**config.mk**
```make
export PLATFORM = sky130hd
export DESIGN_NAME = risc32_div_ctrl
export DESIGN_NICKNAME = d
export VERILOG_FILES = /design/src/rtl/risc32_div_ctrl.sv
export SDC_FILE = /design/constraint.sdc
export NUM_CORES = 1
export LEC_CHECK = 0
export ABC_AREA = 1
export ABC_CLOCK_PERIOD_IN_PS = 4800
export CAP_MARGIN = 20
export CORE_MARGIN = 2
export CORE_UTILIZATION = 40
export DETAILED_ROUTE_END_ITERATION = 12
export MAX_ROUTING_LAYER = met4
export PLACE_DENSITY_LB_ADDON = 0.2
export SYNTH_ARGS = -nofsm -noshare
export SYNTH_HDL_FRONTEND = slang
export SYNTH_SLANG_ARGS = --single-unit
```
**constraint.sdc**
```tcl
create_clock -name clk -period 4.8 [get_ports clk]
set_input_delay 0.96 -clock clk [delete_from_list [all_inputs] [get_ports clk]]
set_output_delay 0.96 -clock clk [all_outputs]
set_load 0.02 [all_outputs]
```
**src/rtl/risc32_div_ctrl.sv**
```systemverilog
// Purpose: multi-cycle DIV/DIVU sequencer (restoring, one quotient bit per cycle) returning {rem,quot}.
// Latency: result after edge WIDTH+1 from acceptance; divide-by-zero after edge 2; early-out after edge 1.
// Backpressure: stall = start & ~ready; requester holds start until ready, then must drop it.
// Optional feature: define RISC32_DIV_EARLY_OUT_EN to finish |dividend| < |divisor| on the acceptance edge.
module risc32_div_ctrl #(
  parameter int WIDTH = 32
) (
  input  logic               clk,
  input  logic               rst,
  input  logic               start_i,
  input  logic               annul_i,
  input  logic               signed_div_i,
  input  logic [WIDTH-1:0]   opdata1_i,
  input  logic [WIDTH-1:0]   opdata2_i,
  output logic [2*WIDTH-1:0] result_o,
  output logic               ready_o,
  output logic               div_by_zero_o,
  output logic               stall_o
);

  localparam int CW = $clog2(WIDTH) + 1;

  typedef enum logic [1:0] {
    S_FREE   = 2'd0,
    S_BYZERO = 2'd1,
    S_ON     = 2'd2,
    S_END    = 2'd3
  } state_t;

  state_t             state, state_nxt;
  logic [CW-1:0]      cnt, cnt_nxt;
  logic [WIDTH-1:0]   rem, rem_nxt;       // partial remainder
  logic [WIDTH-1:0]   dvd, dvd_nxt;       // dividend magnitude shifting out, quotient shifting in
  logic [WIDTH-1:0]   dvs, dvs_nxt;       // divisor magnitude
  logic               neg_dvd, neg_dvd_nxt;
  logic               neg_dvs, neg_dvs_nxt;
  logic [2*WIDTH-1:0] result_nxt;
  logic               ready_nxt;
  logic               dbz_nxt;

  // Operand sign and magnitude, only meaningful on the acceptance cycle
  logic               sign_a, sign_b;
  logic [WIDTH-1:0]   abs_a, abs_b;

  assign sign_a = signed_div_i & opdata1_i[WIDTH-1];
  assign sign_b = signed_div_i & opdata2_i[WIDTH-1];
  assign abs_a  = sign_a ? -opdata1_i : opdata1_i;
  assign abs_b  = sign_b ? -opdata2_i : opdata2_i;

  // One restoring step: trial is 33 bits because rem<<1 can exceed WIDTH bits
  logic [WIDTH:0]     trial;
  logic [WIDTH:0]     diff;
  logic               fits;
  logic [WIDTH-1:0]   step_rem;
  logic [WIDTH-1:0]   step_quo;
  logic [WIDTH-1:0]   fix_quo;
  logic [WIDTH-1:0]   fix_rem;

  assign trial    = {rem, dvd[WIDTH-1]};
  assign diff     = trial - {1'b0, dvs};
  assign fits     = (trial >= {1'b0, dvs});
  assign step_rem = fits ? diff[WIDTH-1:0] : trial[WIDTH-1:0];
  assign step_quo = {dvd[WIDTH-2:0], fits};

  // Sign fix: flags are already zero for DIVU, so unsigned results pass through.
  // 0x80000000 / -1 naturally wraps back to 0x80000000 here.
  assign fix_quo  = (neg_dvd ^ neg_dvs) ? -step_quo : step_quo;
  assign fix_rem  = neg_dvd ? -step_rem : step_rem;

  // Stall the pipeline while a request is pending and no result is available yet
  assign stall_o = start_i & ~ready_o;

  // State and datapath registers
  always_ff @(posedge clk or negedge rst) begin
    if (!rst) begin
      state         <= S_FREE;
      cnt           <= '0;
      rem           <= '0;
      dvd           <= '0;
      dvs           <= '0;
      neg_dvd       <= 1'b0;
      neg_dvs       <= 1'b0;
      result_o      <= '0;
      ready_o       <= 1'b0;
      div_by_zero_o <= 1'b0;
    end else begin
      state         <= state_nxt;
      cnt           <= cnt_nxt;
      rem           <= rem_nxt;
      dvd           <= dvd_nxt;
      dvs           <= dvs_nxt;
      neg_dvd       <= neg_dvd_nxt;
      neg_dvs       <= neg_dvs_nxt;
      result_o      <= result_nxt;
      ready_o       <= ready_nxt;
      div_by_zero_o <= dbz_nxt;
    end
  end

  // Next-state and next-output decode
  always_comb begin
    state_nxt   = state;
    cnt_nxt     = cnt;
    rem_nxt     = rem;
    dvd_nxt     = dvd;
    dvs_nxt     = dvs;
    neg_dvd_nxt = neg_dvd;
    neg_dvs_nxt = neg_dvs;
    result_nxt  = result_o;
    ready_nxt   = ready_o;
    dbz_nxt     = div_by_zero_o;

    case (state)
      S_FREE: begin
        // An annulled request is dropped without latching anything
        if (start_i && !annul_i) begin
          cnt_nxt = '0;
          if (opdata2_i == '0) begin
            state_nxt = S_BYZERO;
`ifdef RISC32_DIV_EARLY_OUT_EN
          end else if (abs_a < abs_b) begin
            // Quotient is zero and the remainder is the dividend as given
            state_nxt  = S_END;
            result_nxt = {opdata1_i, {WIDTH{1'b0}}};
            ready_nxt  = 1'b1;
            dbz_nxt    = 1'b0;
`endif
          end else begin
            state_nxt   = S_ON;
            rem_nxt     = '0;
            dvd_nxt     = abs_a;
            dvs_nxt     = abs_b;
            neg_dvd_nxt = sign_a;
            neg_dvs_nxt = sign_b;
          end
        end
      end

      S_BYZERO: begin
        // Not cancellable: it is only one cycle from completion anyway
        state_nxt  = S_END;
        result_nxt = '0;
        ready_nxt  = 1'b1;
        dbz_nxt    = 1'b1;
      end

      S_ON: begin
        if (annul_i) begin
          state_nxt = S_FREE;
          cnt_nxt   = '0;
          rem_nxt   = '0;
          dvd_nxt   = '0;
          ready_nxt = 1'b0;
        end else begin
          rem_nxt = step_rem;
          dvd_nxt = step_quo;
          cnt_nxt = cnt + 1'b1;
          if (cnt == CW'(WIDTH - 1)) begin
            state_nxt  = S_END;
            result_nxt = {fix_rem, fix_quo};
            ready_nxt  = 1'b1;
            dbz_nxt    = 1'b0;
          end
        end
      end

      S_END: begin
        // Hold the result until the requester drops start; no re-trigger while held
        if (!start_i || annul_i) begin
          state_nxt  = S_FREE;
          cnt_nxt    = '0;
          result_nxt = '0;
          ready_nxt  = 1'b0;
          dbz_nxt    = 1'b0;
        end
      end

      default: begin
        state_nxt  = S_FREE;
        result_nxt = '0;
        ready_nxt  = 1'b0;
        dbz_nxt    = 1'b0;
      end
    endcase
  end

endmodule

```
==> out/metrics.csv, run 1 <==
metric,value,unit
wl_per_cell,17.28,microns
ys_seq_elements,172,
cts_made_buffers,17,
fin_total_pwr,11.13,mW
antenna_found_initial,0,
num_antenna_cells,0,
critPathLaunchType,flop,
synth_edf_count,0,
drtPass1Iterations,6,
synthCells,1933,
cts_setup_buffers,0,
core_area,0.03172,sq mm
cp.buffers_inverters,3,
clock_latency,0.45,ns
syn_nets,2040,
initial_core_util,40.85,%
r2r-start,dvs[30]$_DFFE_PN0P_,
hold_path.class,flop to flop,
setup_ws,0.5760,ns
critPathCaptureType,flop,
hold_end,result_o[57]$_DFFE_PN0P_,
synth_ff_type,dfrtp_1,
yosysUniqueCellTypes,55,
vdd_drop_max,0.0004162,V
outcome,finished clean,
cts_sinks,172,
path_delay_family,simple AND/OR/NAND/NOR gates,
fin_nets,2151,
routabilityCongestion,0.9713,
ant_nets,0,
grt_pass1_wl,67430,microns
io-pin-count,136,
hold_viol_final,0,
worstReg2RegEnd,result_o[44]$_DFFE_PN0P_,
synth.most_common_cell,nand2_1,
setup_violations,0,
tritoncts,done,
routed-via-count,12970,
finish.utilization,48.07,%
power_density,730.0,mW/mm^2
max_freq,0.2367,GHz
cts_hold_buffers,0,
clockBufferDepth,2,
routed_wl,42500,microns
critPathKind,flop to flop,
grt_max_degree,89,
whs_path_depth,2,
slowest_stage,buf_4,
max_slew.worst_pin.slew,1.132,ns
htree_levels,4,
crit_chain,inv_1 -> ha_1 -> nand2_1 -> nor3_1 -> nand2_1 -> inv_1 -> nand3_4 -> nand2_4 -> buf_4 -> nand2_1 -> o21ai_2 -> ha_1 -> nand2_1 -> nor2_2 -> nand3_2 -> o21ai_4 -> xor2_1 -> o21ai_0,
grt_pass1_vias,12300,
clock-root-buffer,clkbuf_16,
drt_iter0_drc,1013,
via_per_inst,5.273,
post-dp-hpwl,33620,microns
die_h,184.0,microns
regToRegSetupSlack,0.58,ns
ys_async_sr_fraction,100.0,%
drive_gt1_share,7.049,%
grt_use_total,26.59,%
avgSynthCellArea,6.703,sq um
synth_warnings,0,
leakagePower,7.461,nW
critPathMaxFanout,42,
seq_area_frac_synth,33.22,%
report.final.slew_viol_count,0,
cts_resized,0,
crit_arrival,4.55,ns
yosysTopAreaCellShare,33.22,%
yosysTopAreaCell,dfrtp_1,
ys_top_cells_by_area,"dfrtp_1 (33%), nand2_1 (16%), inv_1 (7.0%)",
hp-start,result_o[57]$_DFFE_PN0P_,
overflow,0,
portBuffers,135,
die_w,184.0,microns
place_ws,0.6896,ns
syn_to_final_growth,17.67,%
cp.required,5.12,ns
die_area,0.03385,sq mm
crit_top_cell,nand2_1,
skew,0.01522,ns
fin_tns_setup,0,ns
clk_pin_slew,0.07,ns
synth_commonest_cells,"nand2_1 (557), inv_1 (241), nor2_1 (177)",
rows,65,
critPathMaxStageDelay,0.45,ns
r2r_cells,18,
syn_area,0.01296,sq mm
finalCritPeriodShare,88.00,%
maxCapViolCount,0,
drcViolationCount,0,
fin_crit,4.224,ns
rsz0062_at_grt,false,
slew_headroom,24.47,%
[worst min-delay path: stages (launching register included)]
cell	delay, ns
dfrtp_1	0.34
nand2_1	0.05
nand2_1	0.05
[worst max-delay path by stage]
stage                                           to  slack, ns                start  cells past startpoint
after floorplan           result_o[30]$_DFFE_PN0P_       1.40  rem[14]$_DFFE_PN0P_                     25
after global placement    result_o[44]$_DFFE_PN0P_       0.70  dvs[29]$_DFFE_PN0P_                     18
after detailed placement  result_o[44]$_DFFE_PN0P_       0.69  dvs[30]$_DFFE_PN0P_                     18
after CTS                 result_o[44]$_DFFE_PN0P_       0.66  dvs[30]$_DFFE_PN0P_                     18
after global routing      result_o[44]$_DFFE_PN0P_       0.26  dvs[30]$_DFFE_PN0P_                     18
final                     result_o[44]$_DFFE_PN0P_       0.58  dvs[30]$_DFFE_PN0P_                     18
[metrics by stage]
| step | std cells | area [sq um] | hold slack (ns) |
|---|---|---|---|
| 2_1_floorplan | 1933 | 12960 | 0.4530 |
| 3_3_place_gp | 2427 | 14640 | 0.4600 |
| 3_5_place_dp | 2427 | 14640 | 0.4671 |
| 4_1_cts | 2459 | 15250 | 0.4837 |
| 5_1_grt | 2459 | 15250 | 0.4956 |
| 6_report | 2459 | 15250 | 0.4793 |
[layout by cell type, fill, tap and decap left out, types with 17 or more instances in the layout]
| cell | n |
|---|---|
| a21oi_1 | 77 |
| clkbuf_16 | 17 |
| clkdlybuf4s50_1 | 134 |
| dfrtp_1 | 172 |
| ha_1 | 37 |
| inv_1 | 241 |
| nand2_1 | 555 |
| nand2_2 | 29 |
| nand3_1 | 103 |
| nand4_1 | 26 |
| nor2_1 | 177 |
| nor3_1 | 31 |
| o21ai_0 | 170 |
| o21ai_1 | 18 |
| o22ai_1 | 26 |
| xor2_1 | 58 |
[metal layers]
layer | vias up | wire length, microns | GRT usage [%]
li1 | 6493 | - | -
met1 | 6023 | 20100 | 36.21
met2 | 392 | 19310 | 41.21
met3 | 58 | 1931 | 3.130
met4 | 0 | 1161 | 8.832
met5 | - | 0 | -
[report_power, final]
| group | switching [mW] | total [mW] | internal (mW) |
|---|---|---|---|
| Clock | 0.653 | 1.46 | 0.808 |
| Combinational | 5.04 | 7.31 | 2.27 |
| Sequential | 0.413 | 2.36 | 1.95 |
[cells by family (layout without fill, tap and decap cells)]
logic type | after synthesis | after routing | synth area share (%)
AO/OA/AOI/OAI | 345 | 345 | 14.95
XOR/XNOR | 69 | 69 | 4.664
adder cells (fa/ha/maj) | 38 | 38 | 3.727
buffers and inverters | 314 | 438 | 9.685
flip-flops | 172 | 172 | 33.22
multiplexers | 1 | 1 | 0.07725
AND/OR/NAND/NOR | 994 | 994 | 33.68
[area by class of cell]
class	instances	area [sq um]
clock buffer	19	452.9
clock inverter	13	153.9
fill	3234	16470
inverter	255	957.2
multi-input combinational	1447	7403
sequential	172	4304
tap	402	503.0
timing repair buffer	151	1473
[registers in the layout (all words and copies together) (netlist names)]
register / cells
result_o: 64
dvd: 32
dvs: 32
rem: 32
cnt: 6
state: 2
div_by_zero_o: 1
neg_dvd: 1
neg_dvs: 1
ready_o: 1
Power figures use the tool's default switching activity.
==> inputs of run 2 (changes only) <==
--- a/config.mk
+++ b/config.mk
@@ -16,3 +16,4 @@
 export SYNTH_ARGS = -nofsm -noshare
 export SYNTH_HDL_FRONTEND = slang
 export SYNTH_SLANG_ARGS = --single-unit
+export TNS_END_PERCENT = 5
==> results of run 2 <==
Same layout as run 1: the final DEF is identical, and so are final timing and power.
